## src/rtl/npu_pkg.sv

```systemverilog
// Shared definitions for the host-side NPU stream controller.
package npu_pkg;

  localparam int unsigned DATA_W_DEF = 16;
  localparam int unsigned CNT_W_DEF  = 8;

  // Job phase: config words first, then input pushes and output reads in parallel
  typedef enum logic [1:0] {
    ST_IDLE = 2'd0,
    ST_CFG  = 2'd1,
    ST_XFER = 2'd2
  } state_t;

endpackage

```

## src/rtl/npu_host_stream_ctrl_if.sv

```systemverilog
// Host word streams and NPU FIFO signals seen by the host stream controller.
// master = controller side, slave = host adapter / FIFO side.
interface npu_host_stream_ctrl_if #(
  parameter int unsigned DATA_W = npu_pkg::DATA_W_DEF
);

  logic [DATA_W-1:0] host_data_in;
  logic              host_data_valid;
  logic              host_data_ready;
  logic [DATA_W-1:0] host_out_data;
  logic              host_out_valid;
  logic              host_out_ready;
  logic              cfg_fifo_wr_en;
  logic [DATA_W-1:0] cfg_fifo_data;
  logic              cfg_fifo_full;
  logic              in_fifo_wr_en;
  logic [DATA_W-1:0] in_fifo_data;
  logic              in_fifo_full;
  logic              out_fifo_rd_en;
  logic [DATA_W-1:0] out_fifo_data;
  logic              out_fifo_empty;

  modport master (
    input  host_data_in, host_data_valid, host_out_ready,
    input  cfg_fifo_full, in_fifo_full, out_fifo_data, out_fifo_empty,
    output host_data_ready, host_out_data, host_out_valid,
    output cfg_fifo_wr_en, cfg_fifo_data, in_fifo_wr_en, in_fifo_data, out_fifo_rd_en
  );

  modport slave (
    output host_data_in, host_data_valid, host_out_ready,
    output cfg_fifo_full, in_fifo_full, out_fifo_data, out_fifo_empty,
    input  host_data_ready, host_out_data, host_out_valid,
    input  cfg_fifo_wr_en, cfg_fifo_data, in_fifo_wr_en, in_fifo_data, out_fifo_rd_en
  );

endinterface

```

## src/rtl/npu_out_skid.sv

```systemverilog
// One-entry result register between the NPU output FIFO and the host.
// A read issued in one cycle returns data the next; that data is captured and
// held with valid until the host takes it.
module npu_out_skid #(
  parameter int unsigned DATA_W = 16
) (
  input  logic              CLK,
  input  logic              RST,
  input  logic              i_rd_issue,
  input  logic [DATA_W-1:0] i_rd_data,
  input  logic              i_out_ready,
  output logic              o_inflight,
  output logic              o_out_valid,
  output logic [DATA_W-1:0] o_out_data
);

  logic              r_inflight;
  logic              r_valid;
  logic [DATA_W-1:0] r_data;

  // Track the outstanding read, capture its data, release on host handshake
  always_ff @(posedge CLK) begin
    if (!RST) begin
      r_inflight <= 1'b0;
      r_valid    <= 1'b0;
      r_data     <= '0;
    end else begin
      r_inflight <= i_rd_issue;
      if (r_inflight) begin
        r_data  <= i_rd_data;
        r_valid <= 1'b1;
      end else if (r_valid && i_out_ready) begin
        r_valid <= 1'b0;
      end
    end
  end

  assign o_inflight  = r_inflight;
  assign o_out_valid = r_valid;
  assign o_out_data  = r_data;

endmodule

```

## src/rtl/npu_host_stream_ctrl.sv

```systemverilog
// Host-side producer/consumer for the NPU FIFOs: per job pushes N config words,
// then M input words while concurrently draining K result words to the host.
module npu_host_stream_ctrl
  import npu_pkg::*;
#(
  parameter int unsigned DATA_W = DATA_W_DEF,
  parameter int unsigned CNT_W  = CNT_W_DEF
) (
  input  logic             CLK,
  input  logic             RST,
  input  logic             host_start,
  input  logic [CNT_W-1:0] host_num_cfg,
  input  logic [CNT_W-1:0] host_num_in,
  input  logic [CNT_W-1:0] host_num_out,
  output logic             busy,
  output logic             done,
  npu_host_stream_ctrl_if.master bus
);

  state_t            r_state;
  logic [CNT_W-1:0]  r_cfg_rem;
  logic [CNT_W-1:0]  r_in_rem;
  logic [CNT_W-1:0]  r_out_rem;
  logic              r_done_zero;

  logic              w_ready;
  logic              w_push;
  logic              w_cfg_push;
  logic              w_in_push;
  logic              w_rd_issue;
  logic              w_inflight;
  logic              w_out_valid;
  logic [DATA_W-1:0] w_out_data;
  logic              w_xfer_done;

  // Host-side ready depends on phase and on the target FIFO having room
  always_comb begin
    w_ready = 1'b0;
    case (r_state)
      ST_CFG:  w_ready = !bus.cfg_fifo_full;
      ST_XFER: w_ready = (r_in_rem != '0) && !bus.in_fifo_full;
      default: w_ready = 1'b0;
    endcase
  end

  assign w_push      = bus.host_data_valid && w_ready;
  assign w_cfg_push  = (r_state == ST_CFG)  && w_push;
  assign w_in_push   = (r_state == ST_XFER) && w_push;
  assign w_rd_issue  = (r_state == ST_XFER) && (r_out_rem != '0) && !bus.out_fifo_empty &&
                       !w_inflight && !w_out_valid;
  assign w_xfer_done = (r_state == ST_XFER) && (r_in_rem == '0) && (r_out_rem == '0) &&
                       !w_inflight && !w_out_valid;

  assign bus.host_data_ready = w_ready;
  assign bus.cfg_fifo_wr_en  = w_cfg_push;
  assign bus.cfg_fifo_data   = bus.host_data_in;
  assign bus.in_fifo_wr_en   = w_in_push;
  assign bus.in_fifo_data    = bus.host_data_in;
  assign bus.out_fifo_rd_en  = w_rd_issue;
  assign bus.host_out_valid  = w_out_valid;
  assign bus.host_out_data   = w_out_data;

  assign busy = (r_state != ST_IDLE);
  // An empty job reports done from IDLE via a registered flag; a real job
  // reports it in its final XFER cycle.
  assign done = r_done_zero || w_xfer_done;

  npu_out_skid #(.DATA_W(DATA_W)) u_out_skid (
    .CLK         (CLK),
    .RST         (RST),
    .i_rd_issue  (w_rd_issue),
    .i_rd_data   (bus.out_fifo_data),
    .i_out_ready (bus.host_out_ready),
    .o_inflight  (w_inflight),
    .o_out_valid (w_out_valid),
    .o_out_data  (w_out_data)
  );

  // Job FSM and per-phase remaining-word counters
  always_ff @(posedge CLK) begin
    if (!RST) begin
      r_state     <= ST_IDLE;
      r_cfg_rem   <= '0;
      r_in_rem    <= '0;
      r_out_rem   <= '0;
      r_done_zero <= 1'b0;
    end else begin
      r_done_zero <= 1'b0;
      case (r_state)
        ST_IDLE: begin
          if (host_start) begin
            r_cfg_rem <= host_num_cfg;
            r_in_rem  <= host_num_in;
            r_out_rem <= host_num_out;
            if (host_num_cfg != '0)
              r_state <= ST_CFG;
            else if ((host_num_in | host_num_out) != '0)
              r_state <= ST_XFER;
            else
              r_done_zero <= 1'b1;
          end
        end
        ST_CFG: begin
          if (w_cfg_push && (r_cfg_rem != '0)) begin
            r_cfg_rem <= r_cfg_rem - CNT_W'(1);
            if (r_cfg_rem == CNT_W'(1))
              r_state <= ST_XFER;
          end
        end
        ST_XFER: begin
          if (w_in_push && (r_in_rem != '0))
            r_in_rem <= r_in_rem - CNT_W'(1);
          if (w_inflight && (r_out_rem != '0))
            r_out_rem <= r_out_rem - CNT_W'(1);
          if (w_xfer_done)
            r_state <= ST_IDLE;
        end
        default: r_state <= ST_IDLE;
      endcase
    end
  end

endmodule
```

## src/flat_wrapper.sv

```systemverilog
// flat-port wrapper written by rule: the top's interface ports become plain ports
module npu_host_stream_ctrl_flat import npu_pkg::*;
#(
  parameter int unsigned DATA_W = DATA_W_DEF,
  parameter int unsigned CNT_W  = CNT_W_DEF
)
  (CLK, RST, host_start, host_num_cfg, host_num_in, host_num_out, busy, done, bus_host_data_in, bus_host_data_valid, bus_host_out_ready, bus_cfg_fifo_full, bus_in_fifo_full, bus_out_fifo_data, bus_out_fifo_empty, bus_host_data_ready, bus_host_out_data, bus_host_out_valid, bus_cfg_fifo_wr_en, bus_cfg_fifo_data, bus_in_fifo_wr_en, bus_in_fifo_data, bus_out_fifo_rd_en);
  npu_host_stream_ctrl_if #(.DATA_W(DATA_W)) bus_i ();
  input  logic CLK;
  input  logic RST;
  input  logic host_start;
  input  logic [CNT_W-1:0] host_num_cfg;
  input  logic [CNT_W-1:0] host_num_in;
  input  logic [CNT_W-1:0] host_num_out;
  output logic busy;
  output logic done;
  input wire logic [$bits(bus_i.host_data_in)-1:0] bus_host_data_in;
  input wire logic [$bits(bus_i.host_data_valid)-1:0] bus_host_data_valid;
  input wire logic [$bits(bus_i.host_out_ready)-1:0] bus_host_out_ready;
  input wire logic [$bits(bus_i.cfg_fifo_full)-1:0] bus_cfg_fifo_full;
  input wire logic [$bits(bus_i.in_fifo_full)-1:0] bus_in_fifo_full;
  input wire logic [$bits(bus_i.out_fifo_data)-1:0] bus_out_fifo_data;
  input wire logic [$bits(bus_i.out_fifo_empty)-1:0] bus_out_fifo_empty;
  output wire logic [$bits(bus_i.host_data_ready)-1:0] bus_host_data_ready;
  output wire logic [$bits(bus_i.host_out_data)-1:0] bus_host_out_data;
  output wire logic [$bits(bus_i.host_out_valid)-1:0] bus_host_out_valid;
  output wire logic [$bits(bus_i.cfg_fifo_wr_en)-1:0] bus_cfg_fifo_wr_en;
  output wire logic [$bits(bus_i.cfg_fifo_data)-1:0] bus_cfg_fifo_data;
  output wire logic [$bits(bus_i.in_fifo_wr_en)-1:0] bus_in_fifo_wr_en;
  output wire logic [$bits(bus_i.in_fifo_data)-1:0] bus_in_fifo_data;
  output wire logic [$bits(bus_i.out_fifo_rd_en)-1:0] bus_out_fifo_rd_en;
  assign bus_i.host_data_in = bus_host_data_in;
  assign bus_i.host_data_valid = bus_host_data_valid;
  assign bus_i.host_out_ready = bus_host_out_ready;
  assign bus_i.cfg_fifo_full = bus_cfg_fifo_full;
  assign bus_i.in_fifo_full = bus_in_fifo_full;
  assign bus_i.out_fifo_data = bus_out_fifo_data;
  assign bus_i.out_fifo_empty = bus_out_fifo_empty;
  assign bus_host_data_ready = bus_i.host_data_ready;
  assign bus_host_out_data = bus_i.host_out_data;
  assign bus_host_out_valid = bus_i.host_out_valid;
  assign bus_cfg_fifo_wr_en = bus_i.cfg_fifo_wr_en;
  assign bus_cfg_fifo_data = bus_i.cfg_fifo_data;
  assign bus_in_fifo_wr_en = bus_i.in_fifo_wr_en;
  assign bus_in_fifo_data = bus_i.in_fifo_data;
  assign bus_out_fifo_rd_en = bus_i.out_fifo_rd_en;
  npu_host_stream_ctrl #(.DATA_W(DATA_W), .CNT_W(CNT_W)) u_core (.CLK(CLK), .RST(RST), .host_start(host_start), .host_num_cfg(host_num_cfg), .host_num_in(host_num_in), .host_num_out(host_num_out), .busy(busy), .done(done), .bus(bus_i));
endmodule
```

## config.mk

```make
export PLATFORM = sky130hd
export DESIGN_NAME = npu_host_stream_ctrl_flat
export DESIGN_NICKNAME = d
export VERILOG_FILES = /design/src/rtl/npu_pkg.sv /design/src/rtl/npu_host_stream_ctrl_if.sv /design/src/rtl/npu_out_skid.sv /design/src/rtl/npu_host_stream_ctrl.sv /design/src/flat_wrapper.sv
export SDC_FILE = /design/constraint.sdc
export NUM_CORES = 1
export LEC_CHECK = 0
export ABC_AREA = 1
export BUFFER_PORTS_ARGS = -buffer_cell sky130_fd_sc_hd__buf_2
export CAP_MARGIN = 20
export CORE_MARGIN = 2
export CORE_UTILIZATION = 45
export CTS_CLUSTER_DIAMETER = 200
export DETAILED_ROUTE_END_ITERATION = 10
export PLACE_DENSITY = 0.75
export SETUP_SLACK_MARGIN = 0.02
export SLEW_MARGIN = 0
export SYNTH_ARGS = -nofsm -noshare
export SYNTH_HDL_FRONTEND = slang
export SYNTH_SLANG_ARGS = --single-unit
```

## constraint.sdc

```tcl
create_clock -name CLK -period 3.4 [get_ports CLK]
set_input_delay 0 -clock CLK [delete_from_list [all_inputs] [get_ports CLK]]
set_output_delay 0 -clock CLK [all_outputs]
set_load 0.01 [all_outputs]
```

==> results of run 1 <==
## per-layer routing
layer	vias up	share of wire (%)	GRT usage, %
met3	25	5.6	4.621
met5	-	0	0
li1	1506	-	-
met1	1334	44	23.10
met4	0	2.0	6.926
met2	75	49	36.08
## power by group
part           total (mW)  internal (mW)  switching [mW]  leakage (nW)
logic                1.28          0.465           0.812          1.19
registers           0.797          0.665           0.133         0.369
clock network       0.415          0.220           0.195        0.0543
total                2.49           1.35            1.14          1.61
## area by class of cell
class	instances	area share, %
multi-input cells	309	45.48
clock buffers	5	2.047
repair buffers	92	16.90
well taps	77	2.866
clock inverters	3	1.377
flip-flops and latches	45	26.80
inverters	40	4.540
## what timing repair did
action                                 4_1_cts  5_1_grt
endpoints found under the hold margin       21        0
resized for setup                            0        0
hold buffers                                21        0
## state kept, by name, summed over array words and instances, names as in the netlist
register                       flops
u_core.u_out_skid.o_out_data      16
u_core.r_cfg_rem                   8
u_core.r_in_rem                    8
u_core.r_out_rem                   8
u_core.r_state                     2
u_core.r_done_zero                 1
u_core.u_out_skid.o_inflight       1
u_core.u_out_skid.o_out_valid      1
## cell families (layout without fill, tap and decap cells)
group	Yosys count	count (layout)	synth area share, %
AOI/OAI and AO/OA	78	78	14.62
DFF	45	45	30.87
and+or+nand+nor	218	218	32.59
xor gates and xnor gates	3	3	0.9007
buffers and inverters	89	140	16.72
adders and majority gates	10	10	4.288
## how the worst min path moves through the flow
| stage | from | endpoint | slack, ps | cells after the start |
|---|---|---|---|---|
| after global placement | bus_host_data_in[5] | bus_cfg_fifo_data[5] | 0.1 | 0 |
| after global routing | bus_host_data_in[11] | bus_in_fifo_data[11] | 0.03 | 0 |
| final | bus_host_data_in[3] | bus_in_fifo_data[3] | 0.007 | 0 |
| after floorplan | bus_out_fifo_empty | bus_out_fifo_rd_en | 50 | 1 |
| after detailed placement | bus_host_data_in[5] | bus_cfg_fifo_data[5] | 0.1 | 0 |
| after CTS | bus_host_data_in[5] | bus_cfg_fifo_data[5] | 0.1 | 0 |
## through the flow
step | power, mW | hold WS, ps | setup slack (ps)
global placement | 2.012 | 0.1061 | 956.8
detailed placement | 2.050 | 0.1061 | 837.4
CTS | 2.486 | 0.1061 | 815.6
floorplan | 1.842 | 54.40 | 1857
global route | 2.726 | 0.02622 | 493.4
finish | 2.488 | 0.006830 | 786.3
## Yosys cell counts (all sizes together)
library cell	count	area (µm²)
o2111ai	1	8.760
nand3	40	205.2
xnor2	2	17.52
clkbuf	7	26.28
o21a	1	7.510
a21boi	1	7.510
nand2	80	312.8
nor3	4	25.02
a21oi	28	147.6
o221ai	1	15.01
o21ai	42	214.0
nor4	1	6.260
a22oi	1	7.510
nor2	84	337.8
xor2	1	8.760
clkinv	2	7.510
nand4	7	50.05
o22ai	1	6.260
inv	38	145.1
nand3b	1	7.510
buf	42	309.0
a31oi	2	12.51
ha	10	125.1
and3	1	6.260
dfxtp	45	900.9
==> flow_metrics.env, run 1 <==
export IMPL_grt_pass1_wl_mm=11.87
export IMPL_mostFrequentLayoutCell="nor2_1"
export IMPL_clock_path_buffers=2
export IMPL_dp_hpwl_mm=5.001
export IMPL_drive_gt1_share_pct=19.64
export IMPL_finalWeightedCongestion=0.8614
export IMPL_path_max_fanout=23
export IMPL_clk_latency_ps=300
export IMPL_hold_path_class="in2out"
export IMPL_fin_skew_ps=9.217
export IMPL_cp_slowest_cell="ha_1"
export IMPL_routedWlPerCell_um=12.61
export IMPL_register_area_um2=900.9
export IMPL_syn_inst=443
export IMPL_worst_path_stages=8
export IMPL_clkSlewWorstSetupHoldPaths_ps=90
export IMPL_die_area_um2=7144
export IMPL_chipHeight_um=84.53
export IMPL_endpoint="u_core.r_out_rem[6]$_SDFFE_PN0P_"
export IMPL_fill_cells=635
export IMPL_arrival_ps=2830
export IMPL_crit_path_end_kind="flip-flop"
export IMPL_initial_core_util_pct=46.21
export IMPL_fin_nets=567
export IMPL_multi_input_area_um2=1529
export IMPL_drv_cap=0
export IMPL_path_cells="inv_1 > ha_1 > inv_2 > a21oi_2 > nand2_2 > inv_4 > o221ai_2 > a21oi_1"
export IMPL_wl_mm=7.198
export IMPL_core_area_um2=6314
export IMPL_reg2reg_depth=8
export IMPL_crit_path_start_kind="flip-flop"
export IMPL_tightest_slew_ps=676.6
export IMPL_synth_fp_nets=517
export IMPL_maxSlewViolCount=0
export IMPL_io_pins=119
export IMPL_drcViolationCount=0
export IMPL_setup_tns_ps=0
export IMPL_yosys_register_bits=45
export IMPL_rows=29
export IMPL_numCtsBuffers=5
export IMPL_setup_worst_path_class="reg2reg"
export IMPL_status="finished, final reports clean"
export IMPL_antenna_cells=0
export IMPL_grt_use_total_pct=20.00
export IMPL_ant_nets=0
export IMPL_cts_root_buf="clkbuf_8"
export IMPL_rr_startpoint="u_core.r_state[0]$_SDFFE_PN0P_"
export IMPL_overflow=0
export IMPL_setup_violations=0
export IMPL_reg2reg_slack_ps=790
export IMPL_slowest_delay_ps=590
export IMPL_clkSinkCount=45
export IMPL_p_leak_nw=1.610
export IMPL_syn_area_um2=2918
export IMPL_instances_no_fill=571
export IMPL_path_buf_inv=3
export IMPL_grt_max_degree=37
export IMPL_ys_types=40
export IMPL_hold_viol=0
export IMPL_areaGrowthSynthToFinish_pct=15.22
export IMPL_cts_tree="done"
export IMPL_placed_area_um2=3037
export IMPL_fmax_mhz=382.6
export IMPL_final_cell_mix="nor2_1 (79), nand2_1 (77), buf_2 (70)"
export IMPL_worstReg2RegEnd="u_core.r_out_rem[6]$_SDFFE_PN0P_"
export IMPL_post_drt_via_cell_ratio=5.149
export IMPL_grt_pass1_vias=2792
export IMPL_worst_path_dominant_cell_family="compound AO/OA/AOI/OAI gates"
export IMPL_required_ps=3620
export IMPL_finalCritPeriodShare_pct=76.87
export IMPL_die_x_um=84.53
export IMPL_design_area_um2=3362
export IMPL_maxSlewHeadroom_pct=54.90
export IMPL_drt_iter0_drc=130
export IMPL_crit_start="u_core.r_state[0]$_SDFFE_PN0P_"
export IMPL_fin_util_pct=53.25
export IMPL_syn_avg_cell_area_um2=6.586
export IMPL_cts_setup_buffers=0
export IMPL_dr_pass1_iters=4
export IMPL_peakVddDrop_mv=0.3252
export IMPL_rsz0062_at_grt="no"
export IMPL_h_tree_depth=2
export IMPL_p_per_area_nw_per_um2=740.1
export IMPL_finalCriticalPeriod_ps=2614
export IMPL_placed_cells=542
export IMPL_ys_warnings_count=0
export IMPL_dr_total_vias=2940
export IMPL_ys_seq_area_share_pct=30.87
export IMPL_antenna_found_initial=0
export IMPL_io_buffer_count=70
Power figures use the tool's default switching activity.
==> run 2: changes to the inputs <==
- CORE_UTILIZATION: 45 -> 44
- PLACE_DENSITY: 0.75 -> 0.77
- clock period: 3.4 -> 2.33 ns (I/O delays scaled with it)
==> flow_metrics.env, run 2 (same netlist as run 1, synthesis figures left out) <==
export IMPL_io_buffer_count=70
export IMPL_cts_root_buf="clkbuf_8"
export IMPL_largest_reg_flops=16
export IMPL_fmax_mhz=488.1
export IMPL_clkSinkCount=45
export IMPL_finalWeightedCongestion=0.8684
export IMPL_tightest_slew_ps=652.8
export IMPL_cts_resized=0
export IMPL_path_max_fanout=23
export IMPL_fin_util_pct=53.41
export IMPL_finalCriticalPeriod_ps=2049
export IMPL_post_drt_via_cell_ratio=5.089
export IMPL_overflow=0
export IMPL_clock_path_buffers=2
export IMPL_fin_nets=571
export IMPL_cts_tree="done"
export IMPL_maxSlewViolCount=0
export IMPL_grt_max_degree=37
export IMPL_initial_core_util_pct=45.69
export IMPL_io_pins=119
export IMPL_crit_path_start_kind="flip-flop"
export IMPL_cts_setup_buffers=0
export IMPL_h_tree_depth=2
export IMPL_clkSlewWorstSetupHoldPaths_ps=90
export IMPL_antenna_cells=0
export IMPL_areaGrowthSynthToFinish_pct=16.90
export IMPL_hold_slack_ps=0.005693
export IMPL_dr_pass1_iters=4
export IMPL_grt_pass1_vias=2821
export IMPL_routedWlPerCell_um=12.83
export IMPL_setup_violations=0
export IMPL_hold_viol=0
export IMPL_die_x_um=85.44
export IMPL_core_area_um2=6386
export IMPL_placed_cells=546
export IMPL_setup_tns_ps=0
export IMPL_drive_gt1_share_pct=20.28
export IMPL_chipHeight_um=85.44
export IMPL_required_ps=2550
export IMPL_peakVddDrop_mv=0.5155
export IMPL_mostFrequentLayoutCell="nor2_1"
export IMPL_hold_path_class="in2out"
export IMPL_arrival_ps=2260
export IMPL_clk_latency_ps=290
export IMPL_ant_nets=0
export IMPL_drcViolationCount=0
export IMPL_drv_cap=0
export IMPL_status="finished, final reports clean"
export IMPL_dr_total_vias=2926
export IMPL_instances_no_fill=575
export IMPL_grt_use_total_pct=20.42
export IMPL_p_leak_nw=1.644
export IMPL_die_area_um2=7299
export IMPL_p_per_area_nw_per_um2=1103
export IMPL_rsz0062_at_grt="no"
export IMPL_wl_mm=7.377
export IMPL_numCtsBuffers=5
export IMPL_setup_worst_path_class="reg2reg"
export IMPL_fin_skew_ps=3.512
export IMPL_antenna_found_initial=0
export IMPL_dp_hpwl_mm=5.018
export IMPL_drt_iter0_drc=223
export IMPL_finalCritPeriodShare_pct=87.93
export IMPL_rows=29
export IMPL_fill_cells=602
export IMPL_final_cell_mix="nor2_1 (79), nand2_1 (77), buf_2 (70)"
export IMPL_grt_pass1_wl_mm=12.42
export IMPL_maxSlewHeadroom_pct=56.48
export IMPL_crit_path_end_kind="flip-flop"
## run 2: timing repair
item,in CTS,in global routing
hold endpoints to repair,21,0
setup endpoints to repair,0,0
hold buffers,21,0
## run 2: cell type report
type                    instances  area [µm²]  share of cell area [%]
multi-input cells             309        1529                   44.83
flip-flops and latches         45       900.9                   26.41
repair buffers                 96       598.1                   17.53
inverters                      40       152.6                   4.475
well taps                      77       96.34                   2.825
clock buffers                   5       68.82                   2.018
clock inverters                 3       65.06                   1.908
## run 2: power by group
group          switching [mW]  total [mW]  internal, mW
sequential              0.184        1.15         0.970
combinational            1.21        1.91         0.700
clock                   0.269       0.695         0.426
## run 2: worst max-delay path, cell delays in order (launching register included)
cell	delay, ps
dfxtp_1	350
inv_1	80
ha_1	220
inv_2	310
nor2_2	90
o2111ai_1	220
nand2_1	280
nand2_1	240
nand2_1	70
a21oi_1	130
## run 2: per-layer routing
layer	wire (µm)	GRT usage, %	share of wire [%]	up-vias
met5	0	0	0	-
met3	613	4.572	8.3	19
met2	3515	35.80	48	116
li1	-	-	-	1516
met1	3100	24.85	42	1275
met4	147	6.205	2.0	0
## run 2: per-stage QoR
step / instance area [µm²] / total power, mW / setup slack, ps
6_report: 3411 / 3.761 / 281.2
5_1_grt: 3411 / 4.109 / 68.60
4_1_cts: 3411 / 3.773 / 282.5
3_5_place_dp: 3067 / 3.026 / 318.3
3_3_place_gp: 3067 / 2.964 / 450.2
2_1_floorplan: 2918 / 2.688 / 786.5
## run 2: path summary, 6_finish.rpt
path,from,to,slack (ps),cells past startpoint
worst max-delay path,u_core.r_state[0]$_SDFFE_PN0P_,u_core.r_in_rem[0]$_SDFFE_PN0P_,280,9
worst min-delay path,bus_host_data_in[8],bus_cfg_fifo_data[8],0.006,0
worst max register to register,u_core.r_state[0]$_SDFFE_PN0P_,u_core.r_in_rem[0]$_SDFFE_PN0P_,280,9
worst min register to register,u_core.r_in_rem[1]$_SDFFE_PN0P_,u_core.r_in_rem[1]$_SDFFE_PN0P_,500,2
==> run 3: changes to the inputs <==
- MAX_ROUTING_LAYER: not set -> met4
==> flow_metrics.env, run 3 (same netlist as run 1, synthesis figures left out) <==
export IMPL_instances_no_fill=575
export IMPL_dr_total_vias=2954
export IMPL_grt_pass1_wl_mm=12.41
export IMPL_p_per_area_nw_per_um2=1103
export IMPL_hold_viol=0
export IMPL_core_area_um2=6386
export IMPL_largest_reg_flops=16
export IMPL_ant_nets=0
export IMPL_crit_path_start_kind="flip-flop"
export IMPL_worstReg2RegEnd="u_core.r_in_rem[0]$_SDFFE_PN0P_"
export IMPL_overflow=0
export IMPL_grt_pass1_vias=2823
export IMPL_design_area_um2=3411
export IMPL_cp_slowest_cell="dfxtp_1"
export IMPL_grt_max_degree=37
export IMPL_p_seq_share_pct=30.7
export IMPL_crit_path_end_kind="flip-flop"
export IMPL_crit_top_cell="nand2_1"
export IMPL_final_cell_mix="nor2_1 (79), nand2_1 (77), buf_2 (70)"
export IMPL_path_max_fanout=23
export IMPL_whs_endpoint="bus_cfg_fifo_data[8]"
export IMPL_clock_path_buffers=2
export IMPL_drv_cap=0
export IMPL_combPwrFrac_pct=50.9
export IMPL_whs_path_depth=0
export IMPL_tightest_slew_ps=653.5
export IMPL_dp_hpwl_mm=5.018
export IMPL_io_buffer_count=70
export IMPL_setup_violations=0
export IMPL_setup_worst_path_class="reg2reg"
export IMPL_finalPower_mw=3.762
export IMPL_routedWlPerCell_um=12.86
export IMPL_path_cells="inv_1 > ha_1 > inv_2 > nor2_2 > o2111ai_1 > nand2_1 > nand2_1 > nand2_1 > a21oi_1"
export IMPL_rr_startpoint="u_core.r_state[0]$_SDFFE_PN0P_"
export IMPL_slowest_delay_ps=350
export IMPL_die_area_um2=7299
export IMPL_p_sw_share_pct=44.28
export IMPL_p_leak_nw=1.644
export IMPL_antenna_found_initial=0
export IMPL_maxSlewHeadroom_pct=56.43
export IMPL_status="finished, final reports clean"
export IMPL_finalCriticalPeriod_ps=2044
export IMPL_reg2reg_depth=9
export IMPL_p_int_mw=2.096
export IMPL_post_drt_via_cell_ratio=5.137
export IMPL_clkSinkCount=45
export IMPL_drcViolationCount=0
export IMPL_areaGrowthSynthToFinish_pct=16.90
export IMPL_clockPowerShare_pct=18.4
export IMPL_dr_pass1_iters=4
export IMPL_finalCritPeriodShare_pct=87.73
export IMPL_numCtsBuffers=5
export IMPL_h_tree_depth=2
export IMPL_chipHeight_um=85.44
export IMPL_grt_use_total_pct=21.01
export IMPL_mostFrequentLayoutCell="nor2_1"
export IMPL_rows=29
export IMPL_peakVddDrop_mv=0.5148
export IMPL_placed_area_um2=3067
export IMPL_antenna_cells=0
export IMPL_drive_gt1_share_pct=20.28
export IMPL_maxSlewViolCount=0
export IMPL_cts_root_buf="clkbuf_8"
export IMPL_rsz0062_at_grt="no"
export IMPL_hp_start="bus_host_data_in[8]"
export IMPL_fin_skew_ps=2.939
export IMPL_arrival_ps=2260
export IMPL_cts_setup_buffers=0
export IMPL_placed_cells=546
export IMPL_initial_core_util_pct=45.69
export IMPL_fin_nets=571
export IMPL_reg2reg_slack_ps=290
export IMPL_clkSlewWorstSetupHoldPaths_ps=90
export IMPL_worst_slack_ps=285.8
export IMPL_finalWeightedCongestion=0.8825
export IMPL_fmax_mhz=489.2
export IMPL_dp_slack_ps=318.3
export IMPL_drt_iter0_drc=176
export IMPL_cts_tree="done"
export IMPL_setup_tns_ps=0
export IMPL_die_x_um=85.44
export IMPL_io_pins=119
export IMPL_required_ps=2550
export IMPL_switching_power_mw=1.666
export IMPL_wl_mm=7.393
export IMPL_clk_latency_ps=290
export IMPL_hold_path_class="in2out"
[run 3: power groups by stage]
stage          Combinational [mW]  Clock (mW)  Sequential, mW
2_1_floorplan                1.56           0            1.13
3_3_place_gp                 1.81           0            1.15
3_5_place_dp                 1.86           0            1.16
4_1_cts                      1.91       0.717            1.15
5_1_grt                      2.19       0.736            1.18
6_report                     1.91       0.694            1.15
[run 3: cell type report]
| cell class | instances | area (µm²) |
|---|---|---|
| sequential | 45 | 900.9 |
| multi-input combinational | 309 | 1529 |
| clock inverter | 3 | 65.06 |
| tap | 77 | 96.34 |
| inverter | 40 | 152.6 |
| timing repair buffer | 96 | 598.1 |
| fill | 602 | 2975 |
| clock buffer | 5 | 68.82 |
[run 3: how the worst max path moves through the flow]
stage | from | end | slack [ps] | cells after the start
3_5_place_dp | u_core.r_state[0]$_SDFFE_PN0P_ | u_core.r_in_rem[0]$_SDFFE_PN0P_ | 320 | 9
4_1_cts | u_core.r_state[0]$_SDFFE_PN0P_ | u_core.r_in_rem[0]$_SDFFE_PN0P_ | 280 | 9
6_report | u_core.r_state[0]$_SDFFE_PN0P_ | u_core.r_in_rem[0]$_SDFFE_PN0P_ | 290 | 9
2_1_floorplan | u_core.r_state[0]$_SDFFE_PN0P_ | u_core.r_cfg_rem[2]$_SDFFE_PN0P_ | 790 | 9
5_1_grt | u_core.r_state[0]$_SDFFE_PN0P_ | u_core.r_in_rem[3]$_SDFFE_PN0P_ | 70 | 9
3_3_place_gp | u_core.r_state[0]$_SDFFE_PN0P_ | u_core.r_in_rem[3]$_SDFFE_PN0P_ | 450 | 9
[run 3: routing by layer]
| layer | track usage [%] | part of all wire [%] | vias to the layer above |
|---|---|---|---|
| li1 | - | - | 1515 |
| met1 | 25.45 | 43 | 1300 |
| met2 | 35.72 | 48 | 120 |
| met3 | 3.599 | 7.8 | 19 |
| met4 | 6.205 | 2.0 | 0 |
| met5 | - | 0 | - |
[run 3: metrics by stage]
stage	utilization, %	hold WS [ps]
floorplan	-	54.40
global placement	48.02	0.1061
detailed placement	48.02	0.1061
CTS	53.41	0.1061
global route	53.41	0.02431
finish	53.41	0.005693
[run 3: critical path, delay by kind of cell (launching register included)]
family	cells	cell delay, ps
AOI/OAI and AO/OA	2	350
buffers and inverters	2	390
and+or+nand+nor	4	680
DFF	1	350
adders and majority gates	1	220
[run 3: timing repair]
action | in CTS | in global routing
hold buffers | 21 | 0
hold endpoints to repair | 21 | 0
gates resized for setup | 0 | 0
